## src/rtl/control_defs.sv

```systemverilog
// Shared fetch-path definitions: default sizing, reset vector and the buffered entry format.
package control_defs;

  localparam int unsigned DefaultDepth   = 4;
  localparam logic [31:0] DefaultResetPc = 32'h0000_0000;

  // One decoded-ready instruction as held in the instruction buffer.
  typedef struct packed {
    logic [31:0] pc;
    logic [31:0] inst;
  } fetch_entry_t;

endpackage

```

## src/rtl/fetch_fifo.sv

```systemverilog
// Small synchronous FIFO with occupancy count and flush; used for the instruction buffer
// and for the in-order PC queue of outstanding requests.
module fetch_fifo #(
  parameter int unsigned Width = 32,
  parameter int unsigned Depth = 4
) (
  input  logic                       clk,
  input  logic                       rst,
  input  logic                       flush_i,
  input  logic                       push_i,
  input  logic [Width-1:0]           data_i,
  input  logic                       pop_i,
  output logic [Width-1:0]           data_o,
  output logic                       full_o,
  output logic                       empty_o,
  output logic [$clog2(Depth+1)-1:0] count_o
);

  localparam int unsigned PtrW = $clog2(Depth);
  localparam int unsigned CntW = $clog2(Depth + 1);

  logic [Width-1:0] mem_q [Depth];
  logic [PtrW-1:0]  wr_ptr_q, wr_ptr_d;
  logic [PtrW-1:0]  rd_ptr_q, rd_ptr_d;
  logic [CntW-1:0]  count_q, count_d;
  logic             do_push, do_pop;

  assign empty_o = (count_q == '0);
  assign full_o  = (count_q == CntW'(Depth));
  assign count_o = count_q;
  assign data_o  = mem_q[rd_ptr_q];

  // A push into a full FIFO is accepted when the head leaves in the same cycle.
  assign do_pop  = pop_i && !empty_o;
  assign do_push = push_i && (!full_o || do_pop);

  // Pointer and occupancy update; flush has priority over push and pop.
  always_comb begin
    wr_ptr_d = wr_ptr_q;
    rd_ptr_d = rd_ptr_q;
    count_d  = count_q;
    if (flush_i) begin
      wr_ptr_d = '0;
      rd_ptr_d = '0;
      count_d  = '0;
    end else begin
      if (do_push) wr_ptr_d = wr_ptr_q + PtrW'(1);
      if (do_pop)  rd_ptr_d = rd_ptr_q + PtrW'(1);
      count_d = count_q + CntW'(do_push) - CntW'(do_pop);
    end
  end

  // Pointer and count registers.
  always_ff @(posedge clk or posedge rst) begin
    if (rst) begin
      wr_ptr_q <= '0;
      rd_ptr_q <= '0;
      count_q  <= '0;
    end else begin
      wr_ptr_q <= wr_ptr_d;
      rd_ptr_q <= rd_ptr_d;
      count_q  <= count_d;
    end
  end

  // Storage write; contents need no reset since the count gates visibility.
  always_ff @(posedge clk) begin
    if (do_push && !flush_i) mem_q[wr_ptr_q] <= data_i;
  end

endmodule

```

## src/rtl/fetch_unit.sv

```systemverilog
// Instruction fetch front end: credit-limited sequential requests, in-order response
// matching through a PC queue, an instruction buffer, and redirect with stale-response drop.
module fetch_unit
  import control_defs::*;
#(
  parameter logic [31:0] RESET_PC = DefaultResetPc,
  parameter int unsigned DEPTH    = DefaultDepth
) (
  input  logic        clk,
  input  logic        rst,
  output logic        imem_req_valid,
  input  logic        imem_req_ready,
  output logic [31:0] imem_req_addr,
  input  logic        imem_rsp_valid,
  input  logic [31:0] imem_rsp_data,
  input  logic        redirect_valid,
  input  logic [31:0] redirect_pc,
  output logic        inst_valid,
  input  logic        inst_ready,
  output logic [31:0] inst_data,
  output logic [31:0] inst_pc
);

  localparam int unsigned CntW = $clog2(DEPTH + 1);
  localparam int unsigned SumW = CntW + 1;

  logic [31:0]     pc_q, pc_d;
  logic [CntW-1:0] outstanding_q, outstanding_d;
  logic [CntW-1:0] drop_q, drop_d;

  fetch_entry_t    inst_head, inst_wdata;
  logic            inst_empty, inst_full;
  logic [CntW-1:0] inst_count;
  logic [31:0]     pcq_head;
  logic            pcq_empty, pcq_full;
  logic [CntW-1:0] pcq_count;

  logic            req_fire, rsp_keep, rsp_drop, inst_fire;
  logic [SumW-1:0] credit_sum;

  // Credits come from registered counts only, so a consume frees a slot one cycle later.
  assign credit_sum     = {1'b0, outstanding_q} + {1'b0, inst_count};
  assign imem_req_valid = !rst && !redirect_valid && (credit_sum < SumW'(DEPTH));
  assign imem_req_addr  = pc_q;
  assign req_fire       = imem_req_valid && imem_req_ready;

  assign rsp_drop  = imem_rsp_valid && (drop_q != '0);
  assign rsp_keep  = imem_rsp_valid && (drop_q == '0);
  assign inst_fire = inst_valid && inst_ready;

  assign inst_wdata.pc   = pcq_head;
  assign inst_wdata.inst = imem_rsp_data;

  assign inst_valid = !inst_empty;
  assign inst_data  = inst_empty ? 32'h0 : inst_head.inst;
  assign inst_pc    = inst_empty ? 32'h0 : inst_head.pc;

  // Fetch PC, in-flight count and drop count next state.
  always_comb begin
    pc_d          = pc_q;
    drop_d        = drop_q;
    outstanding_d = outstanding_q + CntW'(req_fire) - CntW'(imem_rsp_valid);
    if (redirect_valid) begin
      pc_d   = {redirect_pc[31:2], 2'b00};
      // Every request still in flight is now stale; those already doomed are included.
      drop_d = outstanding_q - CntW'(imem_rsp_valid);
    end else begin
      if (req_fire) pc_d = pc_q + 32'd4;
      if (rsp_drop) drop_d = drop_q - CntW'(1);
    end
  end

  // Fetch state registers.
  always_ff @(posedge clk or posedge rst) begin
    if (rst) begin
      pc_q          <= RESET_PC;
      outstanding_q <= '0;
      drop_q        <= '0;
    end else begin
      pc_q          <= pc_d;
      outstanding_q <= outstanding_d;
      drop_q        <= drop_d;
    end
  end

  fetch_fifo #(
    .Width ($bits(fetch_entry_t)),
    .Depth (DEPTH)
  ) u_inst_fifo (
    .clk     (clk),
    .rst     (rst),
    .flush_i (redirect_valid),
    .push_i  (rsp_keep),
    .data_i  (inst_wdata),
    .pop_i   (inst_fire),
    .data_o  (inst_head),
    .full_o  (inst_full),
    .empty_o (inst_empty),
    .count_o (inst_count)
  );

  fetch_fifo #(
    .Width (32),
    .Depth (DEPTH)
  ) u_pc_queue (
    .clk     (clk),
    .rst     (rst),
    .flush_i (redirect_valid),
    .push_i  (req_fire),
    .data_i  (pc_q),
    .pop_i   (rsp_keep),
    .data_o  (pcq_head),
    .full_o  (pcq_full),
    .empty_o (pcq_empty),
    .count_o (pcq_count)
  );

  a_rsp_has_request: assert property (@(posedge clk) disable iff (rst)
    imem_rsp_valid |-> (outstanding_q != '0));
  a_rsp_has_pc: assert property (@(posedge clk) disable iff (rst)
    rsp_keep |-> !pcq_empty);
  a_pcq_no_overflow: assert property (@(posedge clk) disable iff (rst)
    req_fire |-> !pcq_full);
  a_pcq_bounded: assert property (@(posedge clk) disable iff (rst)
    pcq_count <= outstanding_q);
  a_inst_no_overflow: assert property (@(posedge clk) disable iff (rst)
    (rsp_keep && !redirect_valid) |-> (!inst_full || inst_fire));

endmodule

```

## config.mk

```make
export PLATFORM = sky130hd
export DESIGN_NAME = fetch_unit
export DESIGN_NICKNAME = d
export VERILOG_FILES = /design/src/rtl/control_defs.sv /design/src/rtl/fetch_fifo.sv /design/src/rtl/fetch_unit.sv
export SDC_FILE = /design/constraint.sdc
export NUM_CORES = 1
export LEC_CHECK = 0
export ABC_AREA = 0
export BUFFER_PORTS_ARGS = -buffer_cell sky130_fd_sc_hd__clkbuf_2
export CAP_MARGIN = 10
export CORE_MARGIN = 3
export CORE_UTILIZATION = 31
export CTS_CLUSTER_DIAMETER = 150
export DETAILED_ROUTE_END_ITERATION = 10
export PLACE_DENSITY_LB_ADDON = 0.08
export SLEW_MARGIN = 0
export SYNTH_ARGS = -nofsm -noshare
export SYNTH_HDL_FRONTEND = slang
export SYNTH_SLANG_ARGS = --single-unit
```

## constraint.sdc

```tcl
create_clock -name clk -period 5 [get_ports clk]
set_clock_uncertainty 0.15 [all_clocks]
set_input_delay 0.75 -clock clk [delete_from_list [all_inputs] [get_ports clk]]
set_output_delay 0.75 -clock clk [all_outputs]
set_load 0.01 [all_outputs]
```

-- After elaboration in Yosys (flattened, before gate mapping)
Memories as Yosys holds them, arrays and structs flattened.
Index checks and enable logic that the tools add are counted.
- add/sub/neg operators: 14
- multiplexer cells: 20
- magnitude comparators: 1
- equal/unequal tests: 2
- reduce and logical (&&, ||, !) cells: 30
- operators by type and width (cell ; number):
    32-bit 2-to-1 mux ; 4
    32-bit by 3-bit adder with 32-bit output, second input constant ; 1
    2-bit 2-to-1 mux ; 8
    1-bit logical AND ; 12
    3-bit 2-to-1 mux ; 4
    2-bit nonzero test ; 6
    3-bit by 1-bit subtractor with 3-bit output ; 4
    3-bit by 1-bit adder with 3-bit output ; 3
    3-bit zero test ; 3
    2-bit by 1-bit adder with 2-bit output, second input constant ; 4
    3-bit == test, second input constant ; 2
    1-bit zero test ; 6
    3-bit by 3-bit adder with 4-bit output ; 1
    4-bit by 3-bit less-than comparator with 1-bit output, second input constant ; 1
    1-bit 2-to-1 mux ; 4
    3-bit nonzero test ; 1
    3-bit by 1-bit subtractor with 3-bit output, second input constant ; 1
    1-bit logical OR ; 2
- memories kept: 2
- bits in writable memories: 384
- output and inout port bits: 98
- register bits after elaboration: 52
- memory list (memory ; words ; width ; read ports ; clocked after Yosys merged registers in ; wr ports ; RTL line ; source):
    u_inst_fifo.mem_q ; 4 ; 64 ; 1 ; 0 ; 1 ; fetch_fifo.sv:22 ; logic [Width-1:0] mem_q [Depth];
    u_pc_queue.mem_q ; 4 ; 32 ; 1 ; 0 ; 1 ; fetch_fifo.sv:22 ;

-- Longest topological paths before layout
Gate-level depths: netlist of run 1.
- depth in word-level cells: 9
- mapped depth: 11

-- Modules after synthesis
Synthesis of run 1 repeated with hierarchy kept, for this count alone.
- cell total of the unflattened synthesis: 930
- area, all modules: 17530.6 um2
- by module, submodules not included (module ; seq. area each (um2) ; area an instance (um2) ; cells an instance ; times used):
    fetch_fifo (u_inst_fifo) ; 7862.5 ; 9721.8 ; 380 ; 1
    fetch_fifo (u_pc_queue) ; 4018.9 ; 5116.2 ; 214 ; 1
    fetch_unit ; 900.9 ; 2692.6 ; 336 ; 1

-- Worst setup path before layout of run 1
OpenSTA, ideal clock, no wires.
- path kind: input-to-reg
- start: input port redirect_valid
- end: memory u_inst_fifo.mem_q[0][0] (netlist name) (enable)
- data required time: 4.424 ns
- stages on the path: 3
- setup slack: 1.699 ns
- library setup time: 0.426 ns
- data arrival time: 2.724 ns
- cell sequence: buf_1 -> nor3_1 -> and2_1
- cells in the longest elaborated chain, start to end: 4
- RTL lines (what ; RTL line ; source):
    from (decl) ; fetch_unit.sv:16 ; input logic redirect_valid,
    1-bit zero test ; fetch_fifo.sv:68 ; if (do_push && !flush_i) mem_q[wr_ptr_q] <= data_i;
    1-bit logical AND ; fetch_fifo.sv:68 ;
    1-bit 2-to-1 mux ; fetch_fifo.sv:68 ;
    1-bit 2-to-1 mux (implied by the code) ; fetch_fifo.sv:68 ;
    to (decl) ; fetch_fifo.sv:22 ;
Every way passes these cells.

-- Worst setup path after layout of run 1
- start: register u_inst_fifo.count_q[1], in the netlist u_inst_fifo.count_o[1]
- end: output port inst_data[0]
- cells in the longest elaborated chain, start to end: 2
- RTL lines (what ; RTL line ; source):
    from (decl) ; fetch_fifo.sv:25 ; logic [CntW-1:0] count_q, count_d;
    from (signal assigned) ; fetch_fifo.sv:62 ; count_q <= count_d;
    3-bit zero test ; fetch_fifo.sv:28 ; assign empty_o = (count_q == '0);
    32-bit 2-to-1 mux ; fetch_unit.sv:55 ; assign inst_data = inst_empty ? 32'h0 : inst_head.inst;
    to (decl) ; fetch_unit.sv:20 ; output logic [31:0] inst_data,
Every way passes these cells.

==> results list, run 1 <==
- CTS HTree Levels: 2
* Maximum number of pins on one net before global-route repair: 65
- For this configuration, the core starts out at a cell density of 31.68%.
- Slew at the pin with the worst max-slew slack: 1.127 ns
* Ratio of final minimum period to clock period: 71.35%
- The worst register-to-register path begins at u_inst_fifo.count_o[1]$_DFF_PP0_.
* Compound-gate portion of the synthesized area: 2.463%
- On the critical path, the stage with the largest delay is an instance of sky130_fd_sc_hd__or3_2.
* Crit Path Class: reg -> out
- Post-Synth Adder-Cell Area: 1.920%
* Cell-internal power: 6778 uW
- Routability-driven placement finished with a final weighted congestion of 0.7238.
* Share of cell area taken by muxes after synthesis: 12.70%
- The routed design could run at a clock period as short as 3.568 ns.
- STA puts the critical path data required time at 4.10 ns.
- Skew-Pair Late Insertion Delay: 0.57 ns
* Cells along the critical path: or3_2, buf_4, and2_1, clkbuf_2
* Synth warn: 0
- Clock tree synthesis inserted a total of 48 buffers.
* Internal reg-to-reg setup slack: 1.73 ns
- Sorting the synthesized cells by how often they occur yields 368 x sky130_fd_sc_hd__edfxtp_1, 92 x sky130_fd_sc_hd__mux4_2, 71 x sky130_fd_sc_hd__and2_1.
- Clock root buffer master: sky130_fd_sc_hd__clkbuf_16
- RSZ-0062 raised after global routing: no
* Register bit count reported by yosys: 418
- Switching part of the total: 27.40%
- By area, the combinational part of the netlist is dominated by multiplexers.
- Final routed wirelength across all metal layers: 39,290 um
- Initial antenna violation count: 0
* Number of global-route vias before repair: 9,327
- Counting along the longest clock path gives a buffer depth of 3.
- The cell family contributing the most delay on the critical path is simple AND/OR/NAND/NOR gates.
- CTS tree: built
* Number of gates resized after CTS: 0
- Number of max-slew violations in the final report: 0
- The most common cell in the synthesized netlist is sky130_fd_sc_hd__edfxtp_1.
- For this design, the sink count on the clock tree is 418.
- The synthesized netlist devotes 6.854% of its cell area to simple gates.
- Top-area cell type share of the netlist area: 65.72%
* Combinational group share of total power: 19.6%
* Power share of the sequential group: 45.1%
- Setup Total Neg Slack: 0 ns
- Number of DRC violations after detailed-routing iteration 0: 529
- All-layer global routing usage: 14.02%
- Using the TritonRoute via totals, the vias-per-cell ratio works out to 4.774.
- The region available for standard cell placement spans 53,080 um^2.
* Normalized max-slew margin: 24.61%
* Mapped cell area: 16,810 um^2
- After detailed routing, the average wire length per cell comes to 21.77 um.
- Async set or reset register ratio after synthesis: 11.96%
* Final standard cell utilization of the core: 37.71%
* Area contributors post-synth: sky130_fd_sc_hd__edfxtp_1 66%, sky130_fd_sc_hd__mux4_2 12%, sky130_fd_sc_hd__dfrtp_1 7.4%
* DR vias: 8,617
- For this run, the leading register cell type out of synthesis is sky130_fd_sc_hd__edfxtp_1.
- Averaged over all synthesized cells, the footprint is 18.87 um^2.
* Clock network fraction of design power: 35.3%
- Based on the critical path, the design can be clocked at up to 280.3 MHz.
* Result of the run: completed
* Number of ports placed on the die boundary: 168
* Overall overflow remaining after global route: 0
* Buffers inserted by post-CTS timing repair: 0
* Synthesized instance count: 891
- On the worst path, the slowest cell contributes a delay of 0.90 ns.
* Final setup violation count: 0
- During placement, the flow inserted port buffers numbering 161.
- The synthesized netlist devotes 1.094% of its cell area to XOR and XNOR gates.
- The worst setup path is launched from a register.
* Proportion of synthesized chip area in sequential cells: 73.17%
- Total half-perimeter wirelength after legalization and detailed placement: 23,580 um
- The floorplan step defined a die boundary enclosing 57,070 um^2.
- IR drop worst, VDD: 0.2950 mV
- At the end of the flow, the number of nets in the layout was 1,173.
* Die span in y: 238.9 um
- DRC violations left: 0
* Clock edge transition at the registers on the reported setup and hold paths: 0.06 ns
- Yosys top cell by area: sky130_fd_sc_hd__edfxtp_1
- The first global-routing pass estimated 59,980 um of wire.
* Critical Path AT: 2.67 ns
* Power per unit of standard cell area: 466.5 nW/um^2
* Antenna Nets Post-Route: 0
* Cell Rows: 84
* Layout-stage area growth over the synthesis result: 19.03%
- Layout cells sized above 1: 31.90%
- Horizontal extent of the die: 238.9 um
* Worst Path Max Fanout: 43
* Max-capacitance violation count: 0
- Hold bufs inserted after CTS: 0
- The worst setup path is captured at a primary output.
* Final-report hold violation count: 0
- Hold Path Class: in -> async
* R2r endpoint: u_pc_queue.mem_q[3][9]$_DFFE_PP_
- Number of distinct library cell variants in the gate-level netlist after synthesis: 49
- The analysis attributes to net switching a power of 2557 uW.
- Leak: 0.006883 uW
* Count of flip-flops with a built-in enable after synthesis: 368
- Buffers plus inverters on the worst setup path: 2
- Worst-case hold slack: 0.2108 ns
* Number of iterations in the first detailed-routing pass: 4
- Depth of the most critical reg-to-reg path: 7
* Number of filler cells placed in the layout: 4,898
## sequential cells by signal (all words and copies together) (netlist names)
| name | count |
|---|---|
| imem_req_addr | 30 |
| u_inst_fifo.count_o | 3 |
| u_pc_queue.wr_ptr_q | 2 |
| u_inst_fifo.wr_ptr_q | 2 |
| u_pc_queue.count_o | 3 |
| u_inst_fifo.mem_q | 248 |
| outstanding_q | 3 |
| u_pc_queue.mem_q | 120 |
| u_pc_queue.rd_ptr_q | 2 |
| u_inst_fifo.rd_ptr_q | 2 |
| drop_q | 3 |
## stage by stage
stage,instances,setup slack [ns],instance area [um^2],power [uW]
floorplan,894,1.699,16820,5400
global placement,1717,1.403,18530,6184
detailed placement,1717,1.388,18530,6192
CTS,1804,1.306,20010,9562
global route,1804,1.224,20010,9849
finish,1805,1.432,20010,9335
## cell type report
class	instances	area, um^2	share of cell area [%]
clock inverters	25	173.9	0.8690
clock buffers	62	1306	6.527
flip-flops and latches	418	12310	61.51
inverters	25	93.84	0.4689
multi-input cells	405	4234	21.16
repair buffers	181	1031	5.152
diodes	1	2.502	0.01250
well taps	688	860.8	4.301
## worst max-delay path by stage
stage                     slack, ns                                end                                start  depth (start not counted)
final                          1.43                       inst_data[0]     u_inst_fifo.count_o[1]$_DFF_PP0_                          4
after global routing           1.22                       inst_data[0]     u_inst_fifo.count_o[1]$_DFF_PP0_                          4
after CTS                      1.31                        inst_pc[17]  u_inst_fifo.rd_ptr_q[1]$_DFFE_PP0P_                          4
after detailed placement       1.39   u_pc_queue.mem_q[3][8]$_DFFE_PP_                       redirect_valid                          8
after global placement         1.40   u_pc_queue.mem_q[3][8]$_DFFE_PP_                       redirect_valid                          8
after floorplan                1.70  u_inst_fifo.mem_q[0][0]$_DFFE_PP_                       redirect_valid                          3
## logic make-up (layout without fill, tap and decap cells)
group	count (synthesis)	count (layout)
other	1	5
buffers and inverters	71	293
adder cells (fa/ha/maj)	24	24
multiplexers	98	98
AND/OR/NAND/NOR	198	198
AO/OA/AOI/OAI	60	60
XOR/XNOR	21	21
flip-flops	418	418
## power by group through the flow
stage,Combinational [uW],Clock (uW),Sequential (uW)
2_1_floorplan,1210,0,4190
3_3_place_gp,1900,0,4280
3_5_place_dp,1910,0,4290
4_1_cts,1910,3440,4220
5_1_grt,2050,3560,4240
6_report,1830,3300,4210
## layout by cell type, fill, tap and decap left out, drive strengths merged, types with 3 or more instances in the layout
cell type and count:
nand3 13, mux2i 4, a31oi 5, dfrtp 50
and3 3, a21o 3, conb 4, nand4 13
and2 71, o21ai 22, or4 3, xor2 11
edfxtp 368, nor3 6, ha 21, and4 3
clkinv 22, nand2 39, o311ai 5, buf 20
a221o 5, nor2b 5, nor2 26, nor4 7
fa 3, o31a 3, inv 25, xnor2 10
clkbuf 223, o211ai 6, a21oi 6, mux4 92
## layer usage
| metal | share of wire, % | track usage (%) | vias to the layer above |
|---|---|---|---|
| li1 | - | - | 3902 |
| met3 | 4.6 | 2.815 | 64 |
| met1 | 45 | 18.96 | 4454 |
| met2 | 48 | 22.98 | 197 |
| met4 | 2.3 | 4.270 | 0 |
| met5 | 0 | 0 | - |
(Power assumes the default switching activity.)
==> inputs of run 2 (changes only) <==
Clock period 5 ns to 2.95 ns, I/O delays scaled along.
==> run 2 against run 1 <==
Against the previous run: clock-buffer cell count increased by 8; non-clock buffer count increased by 88; setup slack got worse by 1.3 ns; core utilization increased by 1.7 points; critical path depth unchanged; cell area increased by 4.4%; cell count increased by 4.5%; sequential share of layout area decreased by 2.6 points; sequential power increased by 68%; via count increased by 3.0%; critical endpoint is now inst_pc[11]; largest cell class unchanged.
==> results list, run 2 (same netlist as run 1, synthesis figures left out) <==
* Result of the run: completed
- Cell area reported after detailed placement: 18,890 um^2
* Horizontal extent of the die: 238.9 um
* Post-route worst setup slack: 0.1261 ns
- Power spread over the standard cell area amounts to 758.4 nW/um^2.
- 0 antenna diodes ended up in the layout.
- Static timing analysis puts the maximum clock frequency at 354.1 MHz.
* IR drop worst, VDD: 0.4052 mV
- TritonCTS built the clock tree.
* Clock root buffer master: sky130_fd_sc_hd__clkbuf_16
- Internal reg-to-reg setup slack: 0.28 ns
* Antenna Nets Post-Route: 0
- Worst Path Max Fanout: 63
* Max-capacitance violation count: 0
- Routability-driven placement finished with a final weighted congestion of 0.7287.
* Hold Path Class: in -> reg
* CP Launch Type: register
* Number of port buffers: 161
- The final-report max-slew violation count was 0.
* Routed length per instance: 20.72 um
* CTS HTree Levels: 2
- The post-route netlist has 32.19% of its cells at a drive strength greater than 1.
* DR vias: 8,873
- In this run the tightest slew margin relative to its limit is 33.20%.
- Detail-routed via count per cell: 4.702
- Clock edge transition at the registers on the reported setup and hold paths: 0.06 ns
- Data on the critical path arrives at its endpoint at 2.23 ns.
- In the layout the commonest cells are 368 x sky130_fd_sc_hd__edfxtp_1, 161 x sky130_fd_sc_hd__clkbuf_2, 92 x sky130_fd_sc_hd__mux4_2.
- Net count of the finished layout: 1,261
- The clock drives 418 sinks.
* Final routed wirelength across all metal layers: 39,110 um
* Total half-perimeter wirelength after legalization and detailed placement: 24,630 um
* Number of DRC violations after detailed-routing iteration 0: 472
- Excluding fillers, the count of instances in the completed layout stands at 1,887.
- Maximum number of pins on one net before global-route repair: 64
* WP data required: 2.36 ns
- Once the floorplan was initialized, standard cells occupied 31.68% of the core.
- Number of iterations in the first detailed-routing pass: 4
* Leak: 0.007282 uW
* Clk buf depth: 3
- DRC violations left: 0
* Peak per-stage delay on the critical path: 0.50 ns
- Initial antenna violation count: 0
- Final-report hold violation count: 0
- For this run the aggregate overflow at the end of global routing stands at 0.
- Full die area: 57,070 um^2
- Post-Layout Inst Area: 20,900 um^2
* Crit Path Class: reg -> out
- The first global-routing pass estimated 59,950 um of wire.
- Most common cell after layout, fill and taps aside: sky130_fd_sc_hd__edfxtp_1
* Cell total after placement: 1,745
- Dividing the final minimum period by the clock period gives 95.73%.
- Slew at the pin with the worst max-slew slack: 0.9982 ns
- Final setup violation count: 0
- Final critical delay including setup and external delays: 2.824 ns
* Highest-delay cell along the critical path: sky130_fd_sc_hd__or3_2
- The worst setup path is captured at a primary output.
- For the worst-skew pair, the clock arrives at the later sink with an insertion delay of 0.57 ns.
* Die span in y: 238.9 um
- Power Total: 15,850 uW
* Floorplan Core Area: 53,080 um^2
- In the final timing run, aggregate negative setup slack is 0 ns.
* All-layer global routing usage: 13.98%
* RSZ-0062 raised after global routing: no
- Clock tree synthesis inserted a total of 48 buffers.
- Number of global-route vias before repair: 9,519
* Number of ports placed on the die boundary: 168
- Layout-stage area growth over the synthesis result: 24.27%
- More flip-flops sit in one register than any other, and that register is u_inst_fifo.mem_q.
- The signal on the critical path passes through or3_2, buf_6, and2_1, clkbuf_2.
- Cell Rows: 84
- Placement-stage worst setup slack: 0.2410 ns
- The register with the most flip-flops in the layout has 248 of them.
[run 2: cell count changes in the layout (fill, tap and decap cells not counted), sizes merged]
cell         delta
buf            +31
bufinv          -1
clkbuf          +8
dlygate4sd3    +57
clkinvlp        -1
diode           -1
clkinv         -11
[run 2: area by class of cell]
type,count,area [um^2]
Timing Repair Buffer,269,1988
Clock buffer,70,1325
Inverter,25,93.84
Sequential cell,418,12310
Fill cell,4906,32180
Clock inverter,12,80.08
Tap cell,688,860.8
Multi-Input combinational cell,405,4239
[run 2: report_power, final]
part / switching [uW] / internal, uW / leakage, uW / total (uW)
combinational: 1810 / 1590 / 0.00266 / 3400
sequential: 284 / 6790 / 0.00394 / 7070
clock: 2210 / 3170 / 0.000682 / 5380
total: 4300 / 11500 / 0.00728 / 15800
[run 2: layer usage]
metal,global-route usage (%),vias up,share of wire [%]
li1,-,4071,-
met1,19.20,4559,46
met2,22.94,193,48
met3,2.942,50,4.5
met4,3.280,0,1.8
met5,0,-,0
[run 2: path summary, 6_finish.rpt]
path,startpoint,endpoint,depth (start not counted)
worst max-delay path,u_inst_fifo.count_o[1]$_DFF_PP0_,inst_pc[11],4
worst min-delay path,redirect_pc[17],imem_req_addr[17]$_DFFE_PP0N_,2
worst max register to register,u_inst_fifo.count_o[1]$_DFF_PP0_,u_pc_queue.count_o[2]$_DFF_PP0_,10
worst min register to register,drop_q[1]$_DFFE_PP0P_,drop_q[1]$_DFFE_PP0P_,2
max in group asynchronous,rst,imem_req_addr[8]$_DFFE_PP0N_,4
min in group asynchronous,rst,outstanding_q[0]$_DFF_PP0_,3
[run 2: what timing repair did]
item                                    in CTS  in global routing
gates resized for setup                      1                  0
endpoints found under the hold margin      170                  0
setup buffers                                3                  0
endpoints found under the setup margin      62                  0
hold buffers                                57                  0
[run 2: stage by stage]
step	hold WS, ns	utilization (%)
after floorplan	0.3510	-
after CTS	0.003475	39.37
final	0.03676	39.37
after detailed placement	0.3515	35.60
after global routing	0.002366	39.37
after global placement	0.3491	35.60
[run 2: worst max-delay path, delay by kind of cell (launching register included)]
kind | cells | cell delay [ns]
buffers and inverters | 2 | 0.41
flip-flops | 1 | 0.45
AND/OR/NAND/NOR | 2 | 0.76
